==> src/rtl/req_issuer_pkg.sv <==
// Shared definitions for the request issuer: client FSM states and default sizing.
package req_issuer_pkg;

    localparam int unsigned N_CLIENTS  = 4;
    localparam int unsigned CNT_W      = 3;
    localparam int unsigned STARVE_LIM = 16;

    typedef enum logic [1:0] {
        ST_IDLE = 2'd0,
        ST_REQ  = 2'd1,
        ST_HOLD = 2'd2
    } chan_state_t;

endpackage

==> src/rtl/req_issuer_if.sv <==
// Bus between the request issuer and its clients / downstream priority selector.
interface req_issuer_if;
    import req_issuer_pkg::*;

    logic [N_CLIENTS-1:0]       push;
    logic [N_CLIENTS-1:0]       gnt;
    logic [N_CLIENTS-1:0]       req;
    logic                       en;
    logic [N_CLIENTS*CNT_W-1:0] pend;
    logic [N_CLIENTS-1:0]       full;
    logic [N_CLIENTS-1:0]       done;
    logic [N_CLIENTS-1:0]       starve;
    logic [N_CLIENTS-1:0]       ovf;
    logic                       err;

    modport master (
        output push, gnt,
        input  req, en, pend, full, done, starve, ovf, err
    );

    modport slave (
        input  push, gnt,
        output req, en, pend, full, done, starve, ovf, err
    );

endinterface

==> src/rtl/req_issuer_chan.sv <==
// One client channel: pending counter, IDLE/REQ/HOLD FSM, starvation timer and overflow flag.
module req_issuer_chan #(
    parameter int unsigned CNT_W      = req_issuer_pkg::CNT_W,
    parameter int unsigned STARVE_LIM = req_issuer_pkg::STARVE_LIM
) (
    input  logic             clock,
    input  logic             reset,
    input  logic             push,
    input  logic             grant,
    input  logic             freeze,
    output logic             req,
    output logic [CNT_W-1:0] pend,
    output logic             full,
    output logic             done,
    output logic             starve,
    output logic             ovf
);
    import req_issuer_pkg::*;

    localparam int unsigned      SW   = $clog2(STARVE_LIM + 1);
    localparam logic [SW-1:0]    LIM  = SW'(STARVE_LIM);
    localparam logic [CNT_W-1:0] CMAX = '1;

    chan_state_t      state, nxt_state;
    logic [CNT_W-1:0] cnt, nxt_cnt;
    logic [SW-1:0]    scnt, nxt_scnt;
    logic             acc, drop;

    // Next-state, counter and starvation-timer computation for this client
    always_comb begin
        acc      = grant && (state == ST_REQ);
        drop     = push && !acc && (cnt == CMAX);
        nxt_cnt  = cnt;
        if (push && !acc && (cnt != CMAX)) begin
            nxt_cnt = cnt + CNT_W'(1);
        end else if (acc && !push) begin
            nxt_cnt = cnt - CNT_W'(1);
        end

        nxt_state = state;
        unique case (state)
            ST_IDLE: if (push) nxt_state = ST_REQ;
            ST_REQ:  if (acc)  nxt_state = ST_HOLD;
            ST_HOLD: nxt_state = (nxt_cnt != '0) ? ST_REQ : ST_IDLE;
            default: nxt_state = ST_IDLE;
        endcase

        if ((state == ST_REQ) && !acc) begin
            nxt_scnt = (scnt == LIM) ? scnt : scnt + SW'(1);
        end else begin
            nxt_scnt = '0;
        end
    end

    // Client FSM with registered outputs; an illegal grant elsewhere freezes everything but done
    always_ff @(posedge clock) begin
        if (!reset) begin
            state  <= ST_IDLE;
            cnt    <= '0;
            scnt   <= '0;
            req    <= 1'b0;
            full   <= 1'b0;
            done   <= 1'b0;
            starve <= 1'b0;
            ovf    <= 1'b0;
        end else if (freeze) begin
            done <= 1'b0;
        end else begin
            state  <= nxt_state;
            cnt    <= nxt_cnt;
            scnt   <= nxt_scnt;
            req    <= (nxt_state == ST_REQ);
            full   <= (nxt_cnt == CMAX);
            done   <= acc;
            starve <= (nxt_scnt >= LIM);
            if (drop) ovf <= 1'b1;
        end
    end

    assign pend = cnt;

endmodule

==> src/rtl/req_issuer.sv <==
// Request issuer top: grant legality check, sticky error flag and one channel per client.
module req_issuer #(
    parameter int unsigned N_CLIENTS  = req_issuer_pkg::N_CLIENTS,
    parameter int unsigned CNT_W      = req_issuer_pkg::CNT_W,
    parameter int unsigned STARVE_LIM = req_issuer_pkg::STARVE_LIM
) (
    input  logic         clock,
    input  logic         reset,
    req_issuer_if.slave  bus
);
    import req_issuer_pkg::*;

    logic [N_CLIENTS-1:0]       req_v, full_v, done_v, starve_v, ovf_v, grant_v;
    logic [N_CLIENTS*CNT_W-1:0] pend_v;
    logic                       gnt_onehot, gnt_illegal, err_q;

    // Classify the incoming grant: multi-hot, or aimed at a client not currently requesting
    always_comb begin
        gnt_onehot  = $onehot(bus.gnt);
        gnt_illegal = ((bus.gnt != '0) && !gnt_onehot) || ((bus.gnt & ~req_v) != '0);
        grant_v     = gnt_onehot ? bus.gnt : '0;
    end

    // Sticky illegal-grant flag, cleared only by reset
    always_ff @(posedge clock) begin
        if (!reset) begin
            err_q <= 1'b0;
        end else if (gnt_illegal) begin
            err_q <= 1'b1;
        end
    end

    for (genvar i = 0; i < N_CLIENTS; i++) begin : g_chan
        req_issuer_chan #(
            .CNT_W      (CNT_W),
            .STARVE_LIM (STARVE_LIM)
        ) u_chan (
            .clock  (clock),
            .reset  (reset),
            .push   (bus.push[i]),
            .grant  (grant_v[i]),
            .freeze (gnt_illegal),
            .req    (req_v[i]),
            .pend   (pend_v[i*CNT_W +: CNT_W]),
            .full   (full_v[i]),
            .done   (done_v[i]),
            .starve (starve_v[i]),
            .ovf    (ovf_v[i])
        );
    end

    assign bus.req    = req_v;
    assign bus.en     = |req_v;
    assign bus.pend   = pend_v;
    assign bus.full   = full_v;
    assign bus.done   = done_v;
    assign bus.starve = starve_v;
    assign bus.ovf    = ovf_v;
    assign bus.err    = err_q;

endmodule
==> src/flat_wrapper.sv <==
// flat-port wrapper written by rule: the top's interface ports become plain ports
module req_issuer_flat import req_issuer_pkg::*;
#(
    parameter int unsigned N_CLIENTS  = req_issuer_pkg::N_CLIENTS,
    parameter int unsigned CNT_W      = req_issuer_pkg::CNT_W,
    parameter int unsigned STARVE_LIM = req_issuer_pkg::STARVE_LIM
)
  (clock, reset, bus_push, bus_gnt, bus_req, bus_en, bus_pend, bus_full, bus_done, bus_starve, bus_ovf, bus_err);
  req_issuer_if bus_i ();
  input  logic clock;
  input  logic reset;
  input wire logic [$bits(bus_i.push)-1:0] bus_push;
  input wire logic [$bits(bus_i.gnt)-1:0] bus_gnt;
  output wire logic [$bits(bus_i.req)-1:0] bus_req;
  output wire logic [$bits(bus_i.en)-1:0] bus_en;
  output wire logic [$bits(bus_i.pend)-1:0] bus_pend;
  output wire logic [$bits(bus_i.full)-1:0] bus_full;
  output wire logic [$bits(bus_i.done)-1:0] bus_done;
  output wire logic [$bits(bus_i.starve)-1:0] bus_starve;
  output wire logic [$bits(bus_i.ovf)-1:0] bus_ovf;
  output wire logic [$bits(bus_i.err)-1:0] bus_err;
  assign bus_i.push = bus_push;
  assign bus_i.gnt = bus_gnt;
  assign bus_req = bus_i.req;
  assign bus_en = bus_i.en;
  assign bus_pend = bus_i.pend;
  assign bus_full = bus_i.full;
  assign bus_done = bus_i.done;
  assign bus_starve = bus_i.starve;
  assign bus_ovf = bus_i.ovf;
  assign bus_err = bus_i.err;
  req_issuer #(.N_CLIENTS(N_CLIENTS), .CNT_W(CNT_W), .STARVE_LIM(STARVE_LIM)) u_core (.clock(clock), .reset(reset), .bus(bus_i));
endmodule
==> config.mk <==
export PLATFORM = sky130hd
export DESIGN_NAME = req_issuer_flat
export DESIGN_NICKNAME = d
export VERILOG_FILES = /design/src/rtl/req_issuer_pkg.sv /design/src/rtl/req_issuer_if.sv /design/src/rtl/req_issuer_chan.sv /design/src/rtl/req_issuer.sv /design/src/flat_wrapper.sv
export SDC_FILE = /design/constraint.sdc
export NUM_CORES = 1
export LEC_CHECK = 0
export CAP_MARGIN = 5
export CORE_UTILIZATION = 34
export DETAILED_ROUTE_END_ITERATION = 16
export PLACE_DENSITY_LB_ADDON = 0.2
export SETUP_SLACK_MARGIN = 0.2
export SLEW_MARGIN = 15
export SYNTH_ARGS = -nofsm -noshare
export SYNTH_HDL_FRONTEND = slang
export SYNTH_SLANG_ARGS = --single-unit
==> constraint.sdc <==
create_clock -name clock -period 3.2 [get_ports clock]
set_input_delay 0.96 -clock clock [delete_from_list [all_inputs] [get_ports clock]]
set_output_delay 0.96 -clock clock [all_outputs]
set_load 0.03 [all_outputs]
==> results.md, run 1 <==
* Status: finished clean
* Post-CTS Hold Buffers at 0
* GRT Util Overall at 20.4%
* Non-filler cells, final at 692
* Max Fanout on Critical Path at 6
* Post-synth top flop: dfxtp_1
* Clock slew at reported path FFs at 0.07 ns
* Asr flop ratio synth at 0%
* Dpl cell area at 0.00480 mm2
* Lkg Pwr at 2.03 nW
* First-pass GRT wire length at 18,100 um
* Hold Crit Class: register to register
* Final Util at 52.1%
* Crit. End Element: register
* R2R Setup Slk at 1.01 ns
* Post-DP HPWL at 7480 um
* Sequential fraction of the synthesis area at 30.5%
* Fin crit share at 98.6%
* Avg Cell Area, Syn at 7.99 um2
* Syn Nets at 504
* Max frequency at 317 MHz
* Crit path DAT at 3.44 ns
* Reg2reg end: u_core.g_chan[3].u_chan.state[0]
* # rows at 37
* RSZ-0062 raised after global routing: yes
* Post-Synthesis Cells at 468
* Root Driver: clkbuf_8
* Final Hold Viols at 0
* Largest net degree at the start of global routing at 28
* EDFF count, synth at 0
* Gpl congestion at 0.846
* Core box area at 0.0105 mm2
* Via count at 3,751
* Synth-to-Final Area Change at 46.4%
* Total CTS buffers at 9
* Post-Place Cells at 667
* Vias in the first global route at 3,557
* Ys Warns at 0
* Nets at 588
* Unique masters post-synth at 60
* Crit Path Category: input port to register
* DR vias/cell at 5.42
* Setup WS pre-CTS at -0.789 ns
* Iter 0 DRT Violations at 151
* Worst skew pair latency at 0.35 ns
* Hold Crit Depth at 2
* Layout cells sized above 1 at 31.8%
* Reg area at 0.00114 mm2
* H-tree depth at 3
* Hold path startpoint: u_core.g_chan[2].u_chan.full
* Peak supply drop at 0.232 mV
* Grt total ovfl at 0
* #FFs+latches synth at 57
* R2R depth at 5
* WL final at 11,000 um
* Starting density of the core at 35.6%
* Synth top area share at 30.5%
* Final instance area at 0.00547 mm2
* Io pins at 44
* Die area at 0.0114 mm2
* Initial antenna violation count at 0
* Fill cell count at 955
* Setup Viol. Count Final at 0
* Chip Height at 107 um
* Worst R2R Start: u_core.g_chan[3].u_chan.state[0]
* TNS Setup at 0 ns
* Drt drc at 0
* Clock Skews at 0.0102 ns
* DRT Pass-1 Iters at 4
* Crit path launch type: input port
* Slew headroom at 41.1%
* Area of the multi-input gates at 0.00277 mm2
* Max-cap violations at 0
* Critical Path RT at 3.48 ns
* Final Max Tran Viols at 0
* Total power at 1.64 mW
* Synth area leaders: dfxtp_1, ha_1, a21oi_1, nand3_1, buf_4
* CTS Buffer Depth at 2
* Number of diodes at 0
* Setup WS post-layout at 0.0446 ns
* Port Buffers at 43
* Die X at 107 um
* ANT nets after route at 0
* CTS tree: yes
* Mapped Area at 0.00374 mm2
* Pwr dens at 300 mW/mm2
* Yosys top cell by area: dfxtp_1
* Clock sink count at 57
* WL per Instance at 15.9 um
* Min Clock Period, post-route at 3.16 ns
* Min Hold Slack at 0.485 ns
* Min-Delay Endpoint: u_core.g_chan[2].u_chan.full
* Slew @ Worst Pin at 0.882 ns
## critical path, cell delays in order
cell,delay (ns)
buf_6,0.09
buf_6,0.12
inv_12,0.04
ha_4,0.19
ha_4,0.16
fa_2,0.62
and4bb_4,0.24
or3_4,0.39
or4_1,0.50
a21oi_1,0.13
## sequential cells by signal (all words and copies together) (netlist names)
register / count
u_core.g_chan.u_chan.full: 4
u_core.g_chan.u_chan.ovf: 4
u_core.g_chan.u_chan.pend: 12
u_core.g_chan.u_chan.scnt: 16
u_core.g_chan.u_chan.state: 8
u_core.g_chan.u_chan.req: 4
u_core.g_chan.u_chan.done: 4
u_core.bus.err: 1
u_core.g_chan.u_chan.starve: 4
## how the worst max path moves through the flow
stage	endpoint	startpoint	slack (ns)
detailed placement	u_core.g_chan[2].u_chan.full	bus_gnt[0]	-0.79
CTS	u_core.g_chan[0].u_chan.scnt[3]	bus_gnt[0]	0.05
global route	u_core.g_chan[3].u_chan.state[0]	bus_gnt[0]	-0.01
global placement	u_core.g_chan[0].u_chan.req	bus_gnt[0]	-0.73
finish	u_core.g_chan[1].u_chan.scnt[3]	bus_gnt[0]	0.04
floorplan	u_core.g_chan[1].u_chan.scnt[2]	bus_gnt[0]	0.002
## layout by cell type, fill, tap and decap left out, drive strengths merged, types with 4 or more instances in the layout
| cell | count |
|---|---|
| nand2b | 9 |
| and4bb | 4 |
| a31oi | 4 |
| nor4bb | 4 |
| nand3 | 31 |
| nor2b | 10 |
| nor3 | 5 |
| clkbuf | 11 |
| nand3b | 5 |
| ha | 25 |
| nand4bb | 4 |
| o31ai | 4 |
| nand2 | 32 |
| or3 | 4 |
| and2 | 4 |
| clkdlybuf4s50 | 39 |
| xnor2 | 4 |
| or4 | 11 |
| a211oi | 10 |
| clkinv | 4 |
| buf | 73 |
| a311oi | 4 |
| a41oi | 6 |
| dfxtp | 57 |
| nor4 | 4 |
| nor2 | 37 |
| a21oi | 41 |
| and3 | 7 |
| inv | 30 |
| o211ai | 5 |
| o21ai | 27 |
## cell usage after synthesis (all sizes together), types with 3 or more instances
cell	n
nand4bb	4
dfxtp	57
nor2b	10
nand2	32
o41ai	3
nand3	31
clkbuf	12
a21boi	3
a21oi	41
a311oi	4
nor4	4
a211oi	10
o21ai	27
and4bb	4
buf	28
o31ai	4
nor3	5
nor4bb	4
a31oi	4
and2	4
and3	7
o211ai	5
o2111ai	3
inv	30
a41oi	6
xnor2	4
nor2	37
or4	11
nand2b	9
nand3b	5
ha	25
or3	4
## power breakdown
group / internal [mW] / switching [mW]
registers: 0.715 / 0.00693
clock network: 0.292 / 0.299
logic: 0.155 / 0.175
total: 1.16 / 0.480
## kinds of logic after synthesis
| kind of cell | Yosys count | share of synthesized area, % |
|---|---|---|
| muxes | 3 | 0.837 |
| xor gates and xnor gates | 4 | 0.937 |
| and+or+nand+nor | 177 | 26.4 |
| adders and majority gates | 26 | 8.91 |
| buffers and inverters | 70 | 9.24 |
| AOI/OAI and AO/OA | 131 | 23.1 |
| DFF | 57 | 30.5 |
## layer usage
layer / track usage [%] / wire, um / up-vias / part of all wire [%]
met1: 27.2 / 5370 / 1796 / 49
met3: 6.08 / 418 / 8 / 3.8
li1: - / - / 1881 / -
met4: 5.09 / 93 / 0 / 0.84
met2: 31.9 / 5140 / 66 / 47
met5: 0 / 0 / - / 0
## what timing repair did
action                     CTS  global route
cloned                       2             0
resized for setup           57            43
setup endpoints to repair   57            49
buffers inserted             7             1
hold endpoints to repair     0             0
pin swaps                   27            34
## cell type report
cell class | instances | area share, %
Timing Repair Buffer | 113 | 20.0
Multi-Input combinational cell | 341 | 50.6
Clock inverter | 4 | 0.366
Clock buffer | 11 | 2.58
Inverter | 30 | 2.42
Sequential cell | 57 | 20.9
Tap cell | 136 | 3.11
Power figures use the tool's default switching activity.
==> run 2, diff against run 1 <==
--- a/config.mk
+++ b/config.mk
@@ -9,6 +9,7 @@
 export CORE_UTILIZATION = 34
 export DETAILED_ROUTE_END_ITERATION = 16
 export PLACE_DENSITY_LB_ADDON = 0.2
+export REMOVE_ABC_BUFFERS = 1
 export SETUP_SLACK_MARGIN = 0.2
 export SLEW_MARGIN = 15
 export SYNTH_ARGS = -nofsm -noshare
==> run 2 against run 1 <==
Effect of this change:
- clock-buffer cell count rose by 2
- power rose by 5.1%
- via count rose by 3.7%
- sequential power barely moved
- final cell count rose by 2.9%
==> results.md, run 2 (synthesis results as in run 1) <==
* Status: finished clean
* Initial antenna violation count at 0 (unchanged)
* Clock slew at reported path FFs at 0.07 ns (about the same)
* Final Max Tran Viols at 0 (unchanged)
* Crit. End Element: register
* Peak supply drop at 0.280 mV (+20%)
* Drt drc at 0 (unchanged)
* Grt total ovfl at 0 (unchanged)
* CTS tree: yes
* Switching Share at 28.8% (-0.40 points)
* Crit path DAT at 3.45 ns (about the same)
* Critical Path RT at 3.48 ns (about the same)
* First-pass GRT wire length at 18,500 um (+2.4%)
* Fin crit share at 99.3% (+0.67 points)
* Most frequent cells in the layout: buf_4, dfxtp_1, clkdlybuf4s50_1
* Io pins at 44 (unchanged)
* Final instance area at 0.00573 mm2 (+4.7%)
* Post-DP HPWL at 7590 um (+1.5%)
* Total CTS buffers at 9 (unchanged)
* Clock sink count at 57 (unchanged)
* Number of diodes at 0 (unchanged)
* Die area at 0.0114 mm2 (unchanged)
* Hold Crit Class: register to register
* RSZ-0062 raised after global routing: yes
* Setup Viol. Count Final at 0 (unchanged)
* Chip Height at 107 um (unchanged)
* Slew @ Worst Pin at 0.822 ns (-0.0603 ns)
* Die X at 107 um (unchanged)
* Clock Skews at 0.00739 ns (-0.00285 ns)
* WL final at 12,400 um (+12%)
* # rows at 37 (unchanged)
* Largest net degree at the start of global routing at 22 (-21%)
* Crit Path Category: input port to register
* Core box area at 0.0105 mm2 (unchanged)
* Setup crit start: bus_gnt[1]
* Final Hold Viols at 0 (unchanged)
* GRT Util Overall at 20.6% (+0.25 points)
* Layout cells sized above 1 at 35.6% (+3.8 points)
* Slew headroom at 45.1% (+4.0 points)
* DRT Pass-1 Iters at 5 (+1)
* Via count at 3,889 (+3.7%)
* Setup WS pre-CTS at -0.927 ns (-0.138 ns)
* DR vias/cell at 5.46 (+0.77%)
* Max-cap violations at 0 (unchanged)
* Post-CTS Hold Buffers at 0 (unchanged)
* Worst skew pair latency at 0.34 ns (about the same)
* Register share of total power at 41.8% (-2.1 points)
* WL per Instance at 17.4 um (+9.2%)
* Root Driver: clkbuf_8
* Lkg Pwr at 2.14 nW (+5.4%)
* Starting density of the core at 35.6% (unchanged)
* Iter 0 DRT Violations at 135 (-11%)
* Worst R2R Start: u_core.g_chan[3].u_chan.state[0]
* CTS Buffer Depth at 2 (unchanged)
* Largest register FFs at 16 (unchanged)
* Crit path launch type: input port
* H-tree depth at 3 (unchanged)
* Gpl congestion at 0.857 (+1.3%)
* Hold path startpoint: u_core.bus.err
* Vias in the first global route at 3,798 (+6.8%)
* Port Buffers at 43 (unchanged)
* Synth-to-Final Area Change at 53.3%
* Max frequency at 315 MHz (-0.67%)
* Nets at 607 (+3.2%)
* Dpl cell area at 0.00457 mm2 (-4.9%)
* P_sw at 0.498 mW (+3.7%)
* Clock share of power at 35.6% (-0.4 points)
* Max Fanout on Critical Path at 5 (-1)
* Part of the power in combinational logic at 22.7% (+2.6 points)
* Pwr dens at 301 mW/mm2 (+0.37%)
* Min Clock Period, post-route at 3.18 ns (+0.0213 ns)
* Setup WS post-layout at 0.0233 ns (-0.0213 ns)
* ANT nets after route at 0 (unchanged)
* Biggest register: u_core.g_chan.u_chan.scnt
* Internal power at 1.23 mW (+5.7%)
==> run 2: cell count changes in the layout (fill, tap and decap cells not counted), moves of 4 or more <==
cell and change:
a21oi_2 +6, buf_4 +4, buf_8 +4, buf_6 +16, a211oi_1 -4, a21oi_1 -7, a211oi_2 +4, buf_12 -4
==> run 2: stage by stage <==
| stage | utilization, % | hold slack, ns | cells | total power [mW] | TNS, ns |
|---|---|---|---|---|---|
| finish | 54.5 | 0.475 | 712 | 1.73 | 0 |
| global route | 54.5 | 0.501 | 712 | 1.79 | -0.0293 |
| CTS | 48.3 | 0.478 | 692 | 1.66 | 0 |
| detailed placement | 43.4 | 0.457 | 668 | 0.983 | -41.05 |
| global placement | 43.4 | 0.455 | 668 | 0.981 | -37.69 |
| floorplan | - | 0.462 | 428 | 0.858 | -38.75 |
==> run 2: metal layers <==
metal | wire, um | GRT usage [%]
met1 | 5280 | 24.7
met2 | 6390 | 35.1
met3 | 534 | 4.92
met4 | 174 | 8.61
met5 | 0 | 0
==> run 2: layout make-up <==
type | count | area (um2)
fill | 947 | 4780
multi-input combinational | 343 | 2870
timing repair buffer | 130 | 1260
sequential | 57 | 1140
tap | 136 | 170
clock buffer | 13 | 159
inverter | 30 | 118
clock inverter | 3 | 15.0
==> run 2: what timing repair did <==
action / CTS / global route
gates cloned: 2 / 3
endpoints found under the setup margin: 57 / 53
pin swaps: 32 / 63
setup buffers: 6 / 17
gates resized for setup: 85 / 100
==> run 2: worst paths after layout <==
check | slack (ns) | cells past startpoint | to
hold reg to reg | 0.48 | 2 | u_core.bus.err
hold / removal | 0.48 | 2 | u_core.bus.err
setup / recovery | 0.02 | 11 | u_core.g_chan[3].u_chan.scnt[3]
setup reg to reg | 1.00 | 5 | u_core.g_chan[3].u_chan.scnt[3]
==> run 2: worst max-delay path, cell delays in order <==
cell and delay [ns]:
buf_8 0.08, inv_4 0.03, ha_4 0.28, ha_4 0.13, fa_2 0.45, buf_6 0.14
nor3b_4 0.25, o2111a_2 0.34, nand2_4 0.13, or4_4 0.52, a21oi_2 0.15
==> run 2: power by group through the flow <==
stage,logic (mW),clock network [mW],registers (mW)
4_1_cts,0.306,0.632,0.721
3_5_place_dp,0.246,0,0.737
6_report,0.391,0.614,0.721
5_1_grt,0.414,0.657,0.722
2_1_floorplan,0.115,0,0.743
3_3_place_gp,0.244,0,0.737
